File: src/rtl/exec_pkg.sv
`default_nettype none
// ============================================================================
//  Module      : exec_pkg
//  Description : ALU control codes and execute-unit state encoding, shared
//                with the ALU controller.
//  Revision    : 1.0 - initial release
// ============================================================================
package exec_pkg;

    localparam logic [3:0] ALU_AND  = 4'b0000;
    localparam logic [3:0] ALU_OR   = 4'b0001;
    localparam logic [3:0] ALU_ADD  = 4'b0010;
    localparam logic [3:0] ALU_MUL  = 4'b0100;
    localparam logic [3:0] ALU_SUB  = 4'b0110;
    localparam logic [3:0] ALU_SLT  = 4'b0111;
    localparam logic [3:0] ALU_SHR  = 4'b1000;
    localparam logic [3:0] ALU_IDLE = 4'b1111;

    typedef enum logic [0:0] {
        ST_IDLE = 1'b0,
        ST_MUL  = 1'b1
    } state_e;

endpackage : exec_pkg
`default_nettype wire

File: src/rtl/exec_unit_if.sv
`default_nettype none
// ============================================================================
//  Module      : exec_unit_if
//  Description : Operation issue / result bus between pipeline and exec_unit.
//  Revision    : 1.0 - initial release
// ============================================================================
interface exec_unit_if #(
    parameter int DATA_W = 32
);
    logic              valid_i;
    logic              ready_o;
    logic [3:0]        ALUCtrl_i;
    logic [DATA_W-1:0] src1_i;
    logic [DATA_W-1:0] src2_i;
    logic              kill_i;
    logic [DATA_W-1:0] result_o;
    logic              zero_o;
    logic              valid_o;
    logic              busy_o;

    modport master (
        output valid_i, ALUCtrl_i, src1_i, src2_i, kill_i,
        input  ready_o, result_o, zero_o, valid_o, busy_o
    );

    modport slave (
        input  valid_i, ALUCtrl_i, src1_i, src2_i, kill_i,
        output ready_o, result_o, zero_o, valid_o, busy_o
    );
endinterface : exec_unit_if
`default_nettype wire

File: src/rtl/exec_mul_iter.sv
`default_nettype none
// ============================================================================
//  Module      : exec_mul_iter
//  Description : Shift-add multiplier, one partial product per cycle, fixed
//                DATA_W iterations.
//  Revision    : 1.0 - initial release
// ============================================================================
module exec_mul_iter #(
    parameter int DATA_W = 32
) (
    input  wire logic              clk_i,
    input  wire logic              rst_i,
    input  wire logic              i_start,
    input  wire logic              i_kill,
    input  wire logic              i_run,
    input  wire logic [DATA_W-1:0] i_mcand,
    input  wire logic [DATA_W-1:0] i_mplier,
    output logic                   o_done,
    output logic [DATA_W-1:0]      o_product
);
    localparam int CNT_W = (DATA_W > 1) ? $clog2(DATA_W) : 1;

    logic [DATA_W-1:0] r_acc;
    logic [DATA_W-1:0] r_mcand;
    logic [DATA_W-1:0] r_mplier;
    logic [CNT_W-1:0]  r_count;
    logic [DATA_W-1:0] w_addend;

    assign w_addend  = r_mplier[0] ? r_mcand : '0;
    // Product includes the current iteration's partial term so it is valid
    // on the same edge that the last iteration executes.
    assign o_product = r_acc + w_addend;
    assign o_done    = i_run && (r_count == CNT_W'(DATA_W - 1));

    always_ff @(posedge clk_i or negedge rst_i) begin
        if (!rst_i) begin
            r_acc    <= '0;
            r_mcand  <= '0;
            r_mplier <= '0;
            r_count  <= '0;
        end else if (i_start) begin
            r_acc    <= '0;
            r_mcand  <= i_mcand;
            r_mplier <= i_mplier;
            r_count  <= '0;
        end else if (i_kill) begin
            r_acc    <= '0;
            r_count  <= '0;
        end else if (i_run) begin
            r_acc    <= o_product;
            r_mcand  <= r_mcand << 1;
            r_mplier <= r_mplier >> 1;
            r_count  <= r_count + 1'b1;
        end
    end
endmodule : exec_mul_iter
`default_nettype wire

File: src/rtl/exec_unit.sv
`default_nettype none
// ============================================================================
//  Module      : exec_unit
//  Description : Execute stage: single-cycle ALU ops plus iterative multiply.
//  Revision    : 1.0 - initial release
// ============================================================================
module exec_unit
    import exec_pkg::*;
#(
    parameter int DATA_W = 32
) (
    input  wire logic  clk_i,
    input  wire logic  rst_i,
    exec_unit_if.slave bus
);
    state_e            r_state;
    state_e            w_state_nxt;
    logic [DATA_W-1:0] r_result;
    logic              r_valid;
    logic [DATA_W-1:0] w_alu;
    logic              w_start;
    logic              w_load_single;
    logic              w_complete;
    logic              w_in_mul;
    logic              w_mul_done;
    logic [DATA_W-1:0] w_product;

    assign w_in_mul = (r_state == ST_MUL);

    always_comb begin
        w_alu = '0;
        case (bus.ALUCtrl_i)
            ALU_ADD: w_alu = bus.src1_i + bus.src2_i;
            ALU_SUB: w_alu = bus.src1_i - bus.src2_i;
            ALU_AND: w_alu = bus.src1_i & bus.src2_i;
            ALU_OR:  w_alu = bus.src1_i | bus.src2_i;
            ALU_SLT: w_alu = {{(DATA_W-1){1'b0}},
                              ($signed(bus.src1_i) < $signed(bus.src2_i))};
            ALU_SHR: w_alu = $unsigned($signed(bus.src2_i) >>> bus.src1_i[4:0]);
            default: w_alu = '0;
        endcase
    end

    always_ff @(posedge clk_i or negedge rst_i) begin
        if (!rst_i) begin
            r_state <= ST_IDLE;
        end else begin
            r_state <= w_state_nxt;
        end
    end

    always_comb begin
        w_state_nxt   = r_state;
        w_start       = 1'b0;
        w_load_single = 1'b0;
        w_complete    = 1'b0;
        case (r_state)
            ST_IDLE: begin
                if (bus.valid_i && !bus.kill_i) begin
                    if (bus.ALUCtrl_i == ALU_MUL) begin
                        w_start     = 1'b1;
                        w_state_nxt = ST_MUL;
                    end else begin
                        w_load_single = 1'b1;
                    end
                end
            end
            ST_MUL: begin
                // Kill wins over completion on the final iteration.
                if (bus.kill_i) begin
                    w_state_nxt = ST_IDLE;
                end else if (w_mul_done) begin
                    w_complete  = 1'b1;
                    w_state_nxt = ST_IDLE;
                end
            end
            default: w_state_nxt = ST_IDLE;
        endcase
    end

    always_ff @(posedge clk_i or negedge rst_i) begin
        if (!rst_i) begin
            r_result <= '0;
            r_valid  <= 1'b0;
        end else begin
            r_valid <= w_load_single | w_complete;
            if (w_load_single) begin
                r_result <= w_alu;
            end else if (w_complete) begin
                r_result <= w_product;
            end
        end
    end

    exec_mul_iter #(
        .DATA_W (DATA_W)
    ) u_mul_iter (
        .clk_i     (clk_i),
        .rst_i     (rst_i),
        .i_start   (w_start),
        .i_kill    (w_in_mul && bus.kill_i),
        .i_run     (w_in_mul),
        .i_mcand   (bus.src1_i),
        .i_mplier  (bus.src2_i),
        .o_done    (w_mul_done),
        .o_product (w_product)
    );

    assign bus.result_o = r_result;
    assign bus.zero_o   = (r_result == '0);
    assign bus.valid_o  = r_valid;
    assign bus.ready_o  = !w_in_mul;
    assign bus.busy_o   = w_in_mul;
endmodule : exec_unit
`default_nettype wire

File: src/flat_wrapper.sv
// flat-port wrapper written by rule: the top's interface ports become plain ports
module exec_unit_flat import exec_pkg::*;
#(
    parameter int DATA_W = 32
)
  (clk_i, rst_i, bus_valid_i, bus_ALUCtrl_i, bus_src1_i, bus_src2_i, bus_kill_i, bus_ready_o, bus_result_o, bus_zero_o, bus_valid_o, bus_busy_o);
  exec_unit_if #(.DATA_W(DATA_W)) bus_i ();
  input  wire logic clk_i;
  input  wire logic rst_i;
  input wire logic [$bits(bus_i.valid_i)-1:0] bus_valid_i;
  input wire logic [$bits(bus_i.ALUCtrl_i)-1:0] bus_ALUCtrl_i;
  input wire logic [$bits(bus_i.src1_i)-1:0] bus_src1_i;
  input wire logic [$bits(bus_i.src2_i)-1:0] bus_src2_i;
  input wire logic [$bits(bus_i.kill_i)-1:0] bus_kill_i;
  output wire logic [$bits(bus_i.ready_o)-1:0] bus_ready_o;
  output wire logic [$bits(bus_i.result_o)-1:0] bus_result_o;
  output wire logic [$bits(bus_i.zero_o)-1:0] bus_zero_o;
  output wire logic [$bits(bus_i.valid_o)-1:0] bus_valid_o;
  output wire logic [$bits(bus_i.busy_o)-1:0] bus_busy_o;
  assign bus_i.valid_i = bus_valid_i;
  assign bus_i.ALUCtrl_i = bus_ALUCtrl_i;
  assign bus_i.src1_i = bus_src1_i;
  assign bus_i.src2_i = bus_src2_i;
  assign bus_i.kill_i = bus_kill_i;
  assign bus_ready_o = bus_i.ready_o;
  assign bus_result_o = bus_i.result_o;
  assign bus_zero_o = bus_i.zero_o;
  assign bus_valid_o = bus_i.valid_o;
  assign bus_busy_o = bus_i.busy_o;
  exec_unit #(.DATA_W(DATA_W)) u_core (.clk_i(clk_i), .rst_i(rst_i), .bus(bus_i));
endmodule
File: config.mk
export PLATFORM = sky130hd
export DESIGN_NAME = exec_unit_flat
export DESIGN_NICKNAME = d
export VERILOG_FILES = /design/src/rtl/exec_pkg.sv /design/src/rtl/exec_unit_if.sv /design/src/rtl/exec_mul_iter.sv /design/src/rtl/exec_unit.sv /design/src/flat_wrapper.sv
export SDC_FILE = /design/constraint.sdc
export NUM_CORES = 1
export LEC_CHECK = 0
export ABC_CLOCK_PERIOD_IN_PS = 3100
export CAP_MARGIN = 30
export CELL_PAD_IN_SITES_DETAIL_PLACEMENT = 0
export CELL_PAD_IN_SITES_GLOBAL_PLACEMENT = 2
export CORE_MARGIN = 2
export CORE_UTILIZATION = 33
export DETAILED_ROUTE_END_ITERATION = 12
export GPL_TIMING_DRIVEN = 0
export PLACE_DENSITY = 0.84
export REMOVE_ABC_BUFFERS = 1
export SYNTH_ARGS = -nofsm -noshare
export SYNTH_HDL_FRONTEND = slang
export SYNTH_SLANG_ARGS = --single-unit
File: constraint.sdc
create_clock -name clk_i -period 3.1 [get_ports clk_i]
set_input_delay 0.31 -clock clk_i [delete_from_list [all_inputs] [get_ports clk_i]]
set_output_delay 0.31 -clock clk_i [all_outputs]
set_load 0.01 [all_outputs]
==> results of run 1 <==
-- power by group through the flow --
| stage | clock network [mW] | logic, mW | registers (mW) |
|---|---|---|---|
| 2_1_floorplan | 0 | 1.50 | 2.33 |
| 3_3_place_gp | 0 | 2.35 | 2.43 |
| 3_5_place_dp | 0 | 2.45 | 2.40 |
| 4_1_cts | 2.18 | 2.78 | 2.38 |
| 5_1_grt | 2.25 | 3.20 | 2.42 |
| 6_report | 2.15 | 2.96 | 2.39 |
-- synth_stat cells, types with 7 or more instances --
cell / n / area share
a211o_1: 7 / 0.0043
a211oi_1: 21 / 0.011
a21o_1: 29 / 0.015
a21oi_1: 122 / 0.043
a221o_1: 13 / 0.0092
a221oi_1: 21 / 0.013
a222oi_1: 63 / 0.044
a22o_1: 30 / 0.019
a31oi_1: 14 / 0.0062
and2_1: 42 / 0.019
and3_1: 9 / 0.0040
buf_1: 10 / 0.0026
clkbuf_1: 92 / 0.024
dfrtp_1: 135 / 0.24
ha_1: 136 / 0.12
inv_1: 175 / 0.046
mux2_2: 8 / 0.0064
mux2i_1: 35 / 0.025
mux4_2: 23 / 0.037
nand2_1: 148 / 0.039
nand2b_1: 7 / 0.0031
nand3_1: 31 / 0.011
nand4_1: 8 / 0.0035
nor2_1: 106 / 0.028
nor2b_1: 12 / 0.0053
nor3_1: 29 / 0.010
nor4_1: 23 / 0.010
o211ai_1: 20 / 0.011
o21a_1: 14 / 0.0074
o21ai_0: 126 / 0.044
o21bai_1: 10 / 0.0053
o221ai_1: 12 / 0.0074
o22ai_1: 7 / 0.0031
o31ai_1: 14 / 0.0074
or2_2: 8 / 0.0035
or3_1: 7 / 0.0031
or4_1: 7 / 0.0037
xnor2_1: 39 / 0.024
xor2_1: 13 / 0.0080
-- cells in the final DEF, fill, tap and decap left out, drive strengths merged, types with 10 or more instances in the layout --
cell type and instances:
nand2 148, a21oi 123, nor2 106, ha 136
xor2 13, o21bai 10, a222oi 63, o31ai 14
dfrtp 135, o221ai 12, nor3 29, dlymetal6s2s 23
nor2b 12, buf 110, nand3 31, o21a 14
a22o 30, nor4 23, a31oi 15, xnor2 39
inv 183, a221oi 22, a21o 29, mux2i 35
a211oi 22, clkdlybuf4s50 56, mux4 23, o21ai 131
clkbuf 27, o211ai 22, a221o 14, and2 42
dlygate4sd2 13
-- flip-flops by register name, summed over array words and instances (netlist names) --
| signal | count |
|---|---|
| u_core.u_mul_iter.r_acc | 32 |
| u_core.bus.busy_o | 1 |
| u_core.u_mul_iter.r_count | 5 |
| u_core.u_mul_iter.r_mcand | 32 |
| u_core.u_mul_iter.r_mplier | 32 |
| u_core.bus.valid_o | 1 |
| u_core.bus.result_o | 32 |
-- path summary, 6_finish.rpt --
check                                                          start                                          to  slack (ps)  cells past startpoint
max reg2reg                u_core.u_mul_iter.r_mplier[0]$_DFFE_PN0P_         u_core.bus.result_o[30]$_DFFE_PN0P_        -360                     13
min                                                   bus_src2_i[12]  u_core.u_mul_iter.r_mplier[12]$_DFFE_PN0P_         210                      3
min reg2reg                  u_core.u_mul_iter.r_acc[30]$_DFFE_PN0P_     u_core.u_mul_iter.r_acc[30]$_DFFE_PN0P_         500                      2
min in group asynchronous                                      rst_i    u_core.u_mul_iter.r_mcand[0]$_DFFE_PN0P_         360                      2
max in group asynchronous                                      rst_i     u_core.u_mul_iter.r_acc[12]$_DFFE_PN0P_        1900                      3
max                        u_core.u_mul_iter.r_mplier[0]$_DFFE_PN0P_         u_core.bus.result_o[30]$_DFFE_PN0P_        -360                     13
-- what timing repair did --
item,CTS,global route
hold endpoints to repair,47,0
gates resized for setup,203,137
gates cloned,5,1
buffers inserted,49,38
hold buffers,1,0
endpoints found under the setup margin,48,55
pin swaps,65,63
-- stage by stage --
| stage | std cells | TNS (ps) | hold slack, ps |
|---|---|---|---|
| 5_1_grt | 2405 | -5880 | 233.7 |
| 6_report | 2405 | -3217 | 208.1 |
| 3_5_place_dp | 2281 | -67370 | 287.8 |
| 4_1_cts | 2366 | -2693 | 319.5 |
| 2_1_floorplan | 1615 | -95640 | 14.41 |
| 3_3_place_gp | 2261 | -1094020 | 471.1 |
-- per-layer routing --
| metal | part of all wire | routed length, microns |
|---|---|---|
| met5 | 0 | 0 |
| met4 | 0.020 | 1159 |
| met3 | 0.059 | 3418 |
| met2 | 0.47 | 26910 |
| met1 | 0.45 | 26210 |
-- area by class of cell --
cell class,instances,area [sq um],share of cell area
clock buffers,17,425.4,0.02310
multi-input cells,1302,10780,0.5855
clock inverters,15,173.9,0.009442
flip-flops and latches,135,3379,0.1835
repair inverters,3,15.01,0.0008152
repair buffers,216,2282,0.1239
inverters,178,684.4,0.03716
well taps,539,674.4,0.03661
-- cell families (layout without fill, tap and decap cells) --
| logic type | Yosys count | in the layout |
|---|---|---|
| fa+ha+maj | 139 | 139 |
| simple gates | 446 | 446 |
| compound gates | 598 | 598 |
| xor+xnor | 52 | 52 |
| buf+inv | 298 | 429 |
| mux | 67 | 67 |
| flops | 135 | 135 |
-- worst max-delay path, delay by kind of cell (launching register included) --
family                     cells  cell delay (ps)
xor gates and xnor gates       1              270
adders and majority gates      2              500
DFF                            1              450
buffers and inverters          1              170
and+or+nand+nor                1              140
AOI/OAI and AO/OA              8             1810
==> impl_metrics.env, run 1 <==
export IMPL_first_pass_iters=8
export IMPL_setup_worst_path_end_class="flop"
export IMPL_antenna_found_initial=0
export IMPL_synthMuxAreaShare=0.06841
export IMPL_synth_seq_cells=135
export IMPL_min_path_type="input pin to flop"
export IMPL_p_total_mw=7.504
export IMPL_synth_seq_area_share=0.2383
export IMPL_dp_hpwl_microns=42200
export IMPL_power_frac_comb=0.395
export IMPL_antenna_cells=0
export IMPL_relSlewSlack=0.2395
export IMPL_critPathMaxFanout=4
export IMPL_cts_root_buf="clkbuf_16"
export IMPL_finalHoldViolCount=0
export IMPL_cp_slowest_cell="dfrtp_2"
export IMPL_grt_pass1_wl_microns=85950
export IMPL_synthAdderAreaFrac=0.1243
export IMPL_syn2layout_area_growth_pct=29.95
export IMPL_critical_path_max_stage_delay_ps=450
export IMPL_path_class="flop to flop"
export IMPL_die_w_microns=211.2
export IMPL_path_cells="clkbuf_16 > and2_4 > ha_4 > fa_2 > a21o_1 > a221oi_4 > o211ai_1 > o211ai_1 > a41oi_2 > a31o_2 > a311oi_2 > xor2_1 > a221oi_1"
export IMPL_clock_latency_ps=480
export IMPL_synth_flop_cell="dfrtp_1"
export IMPL_p_seq_frac=0.319
export IMPL_cp_start_kind="flop"
export IMPL_cellLeakagePower_nw=8.511
export IMPL_pwr_share_clk=0.286
export IMPL_grt_use_met1=0.3559
export IMPL_wl_microns=57700
export IMPL_row_count=75
export IMPL_finalInstanceArea_sq_um=18420
export IMPL_synth_compound_area_frac=0.3020
export IMPL_fmax_ghz=0.2891
export IMPL_status="finished, violations left"
export IMPL_ys_types=88
export IMPL_syn_area_per_cell_sq_um=8.169
export IMPL_start_util=0.3364
export IMPL_cts_tree="built"
export IMPL_grt_max_degree=89
export IMPL_switchingPower_mw=2.915
export IMPL_async_reset_ff_frac=1.000
export IMPL_required_ps=3440
export IMPL_wl_per_cell_microns=23.99
export IMPL_grt_pass1_vias=14020
export IMPL_peakVddDrop_uv=263.3
export IMPL_violations="setup timing"
export IMPL_pre_cts_slack_ps=-2227
export IMPL_vias_per_cell=6.037
export IMPL_power_density_nw_per_um2=407.4
export IMPL_use_met3=0.02974
export IMPL_drive_gt1_frac=0.2095
export IMPL_period_share=1.116
export IMPL_clk_path_buf_depth=2
export IMPL_synthSimpleGateAreaFrac=0.1489
export IMPL_die_y_microns=211.2
export IMPL_cap_violations=0
export IMPL_final_max_slew_viol_count=0
export IMPL_grt_usage=0.2532
export IMPL_worstPathArrival_ps=3800
export IMPL_grt_overflow_total=0
export IMPL_drc=0
export IMPL_design_die_area_sq_um=44620
export IMPL_fill_cells=4044
export IMPL_clk_pin_slew_ps=70
export IMPL_synth_area_sq_um=14170
export IMPL_htreeDepth=4
export IMPL_fp_coreArea_sq_um=42130
export IMPL_io_pins=108
export IMPL_synthXorXnorAreaFrac=0.03213
export IMPL_route_vias_total=14520
export IMPL_fin_util=0.4371
export IMPL_internal_power_mw=4.589
export IMPL_setup_viol=25
export IMPL_cts_sinks=135
export IMPL_setup_slack_ps=-358.7
export IMPL_tightest_slew_ps=1138
export IMPL_grt_busiest_layer="met2"
export IMPL_final_setup_skew_ps=13.40
export IMPL_dpl_cell_area_sq_um=15750
export IMPL_gp_congestion=0.9618
export IMPL_period_needed_ps=3459
export IMPL_worst_path_most_repeated_cell="o211ai_1"
export IMPL_numCtsBuffers=17
export IMPL_synth_top_family_by_area="compound AO/OA/AOI/OAI gates"
export IMPL_grt_use_met2=0.4089
export IMPL_rsz0062_at_grt="yes"
export IMPL_synthCells=1735
export IMPL_p_sw_frac=0.3884
export IMPL_synth_warnings=0
export IMPL_synth_enable_flop_cells=0
export IMPL_nNetsFinal=2064
export IMPL_port_buffers=107
export IMPL_drt_iter0_drc=1676
export IMPL_antenna_left=0
No activity file was read; power rests on OpenSTA's default activity.
==> run 2, diff against run 1 <==
Settings changed: SETUP_SLACK_MARGIN set to 0.4.
==> run 2 against run 1 <==
Compared with the run above:
- the flow still finishes with violations (setup timing)
- via count up 1.3%
- clock power about the same
- hold slack worse by 12 ps
==> impl_metrics.env, run 2 (synthesis gave the netlist of run 1 again) <==
export IMPL_port_buffers=107
export IMPL_first_pass_iters=9
export IMPL_grt_pass1_wl_microns=86430
export IMPL_relSlewSlack=0.2015
export IMPL_nNetsFinal=2075
export IMPL_cp_start_kind="flop"
export IMPL_rr_startpoint="u_core.u_mul_iter.r_mplier[0]$_DFFE_PN0P_"
export IMPL_setup_worst_path_end_class="flop"
export IMPL_required_ps=3440
export IMPL_cap_violations=0
export IMPL_finalHoldViolCount=0
export IMPL_layout_commonest_cell="inv_1"
export IMPL_period_needed_ps=3488
export IMPL_tightest_slew_ps=1195
export IMPL_row_count=75
export IMPL_wl_microns=58470
export IMPL_syn2layout_area_growth_pct=31.86
export IMPL_wl_per_cell_microns=24.20
export IMPL_die_w_microns=211.2
export IMPL_final_cell_mix="inv_1, nand2_1, dfrtp_1"
export IMPL_grt_overflow_total=0
export IMPL_fmax_ghz=0.2867
export IMPL_critPathMaxFanout=4
export IMPL_drive_gt1_frac=0.2291
export IMPL_reg2reg_setup_slack_ps=-390
export IMPL_min_path_type="input pin to flop"
export IMPL_fin_util=0.4436
export IMPL_vias_per_cell=6.088
export IMPL_clk_pin_slew_ps=70
export IMPL_holdWs_ps=195.8
export IMPL_hold_path_endpoint="u_core.u_mul_iter.r_mplier[24]$_DFFE_PN0P_"
export IMPL_violations="setup timing"
export IMPL_p_total_mw=7.588
export IMPL_cts_sinks=135
export IMPL_multiInputGateArea_sq_um=10950
export IMPL_hold_start="bus_src2_i[24]"
export IMPL_peakVddDrop_uv=272.9
export IMPL_antenna_found_initial=0
export IMPL_route_vias_total=14710
export IMPL_fill_cells=4016
export IMPL_gp_congestion=0.9618
export IMPL_dp_hpwl_microns=42200
export IMPL_start_util=0.3364
export IMPL_dpl_cell_area_sq_um=15750
export IMPL_setup_slack_ps=-387.8
export IMPL_numCtsBuffers=17
export IMPL_reg2reg_depth=13
export IMPL_worstPathArrival_ps=3820
export IMPL_period_share=1.125
export IMPL_drt_iter0_drc=1686
export IMPL_status="finished, violations left"
export IMPL_design_die_area_sq_um=44620
export IMPL_path_class="flop to flop"
export IMPL_grt_pass1_vias=14080
export IMPL_htreeDepth=4
export IMPL_rsz0062_at_grt="yes"
export IMPL_cts_tree="built"
export IMPL_seq_area_sq_um=3379
export IMPL_clk_path_buf_depth=2
export IMPL_holdPathStages=3
export IMPL_die_y_microns=211.2
export IMPL_cellLeakagePower_nw=8.640
export IMPL_drc=0
export IMPL_fp_coreArea_sq_um=42130
export IMPL_cts_root_buf="clkbuf_16"
export IMPL_finalInstanceArea_sq_um=18690
export IMPL_clock_latency_ps=470
export IMPL_final_max_slew_viol_count=0
export IMPL_antenna_cells=0
export IMPL_grt_usage=0.2548
export IMPL_power_density_nw_per_um2=406.0
export IMPL_antenna_left=0
export IMPL_reg2reg_to="u_core.bus.result_o[30]$_DFFE_PN0P_"
export IMPL_fin_tns_setup_ps=-6208
export IMPL_setup_viol=30
export IMPL_io_pins=108
export IMPL_final_setup_skew_ps=12.95
export IMPL_grt_max_degree=89
## run 2: power by group
group / switching, mW / internal (mW)
Sequential: 0.309 / 2.10
Combinational: 1.65 / 1.39
Clock: 0.992 / 1.15
Total: 2.95 / 4.64
## run 2: how the worst max path moves through the flow
stage	slack, ps	from	to	cells after the start
3_5_place_dp	-2230	bus_src1_i[2]	u_core.bus.result_o[0]$_DFFE_PN0P_	14
4_1_cts	-350	u_core.u_mul_iter.r_mplier[0]$_DFFE_PN0P_	u_core.bus.result_o[30]$_DFFE_PN0P_	13
2_1_floorplan	-2100	u_core.bus.busy_o$_DFF_PN0_	u_core.bus.result_o[0]$_DFFE_PN0P_	7
3_3_place_gp	-6410	bus_ALUCtrl_i[2]	u_core.bus.result_o[1]$_DFFE_PN0P_	5
5_1_grt	-500	u_core.u_mul_iter.r_mplier[0]$_DFFE_PN0P_	u_core.bus.result_o[30]$_DFFE_PN0P_	13
6_report	-390	u_core.u_mul_iter.r_mplier[0]$_DFFE_PN0P_	u_core.bus.result_o[30]$_DFFE_PN0P_	13
## run 2: critical path, stage by stage (launching register included)
cell       delay (ps)
dfrtp_2           450
clkbuf_16         160
and2_4            140
ha_4              150
fa_2              340
a21o_1            210
a221oi_4          310
o211ai_1          130
o211ai_1          220
a41oi_2           240
a31o_2            310
a311oi_2          300
xor2_1            270
a221oi_1          130
## run 2: layout make-up
class	instances	area share
multi-input combinational	1302	0.5858
sequential	135	0.1808
timing repair buffer	227	0.1269
inverter	178	0.03749
tap	539	0.03608
clock buffer	17	0.02276
clock inverter	15	0.009306
timing repair inverter	3	0.0008034
## run 2: routing by layer
layer  global-route usage  part of all wire  up-vias
li1                     -                 -     6676
met5                    0                 0        -
met2               0.4105              0.47      575
met1               0.3572              0.45     7389
met4              0.07261             0.022        0
met3              0.03241             0.058       69
## run 2: repair_timing
| action | in CTS | in global routing |
|---|---|---|
| endpoints found under the setup margin | 94 | 62 |
| hold buffers | 1 | 0 |
| hold endpoints to repair | 47 | 0 |
| cloned | 5 | 3 |
| gates resized for setup | 237 | 175 |
| pin swaps | 72 | 67 |
| buffers inserted | 60 | 33 |
## run 2: per-stage QoR
step                      setup slack, ps  std cells
after floorplan                     -2101       1615
after global placement              -6408       2261
after detailed placement            -2227       2281
after CTS                          -354.1       2379
after global routing               -495.0       2416
final                              -387.8       2416
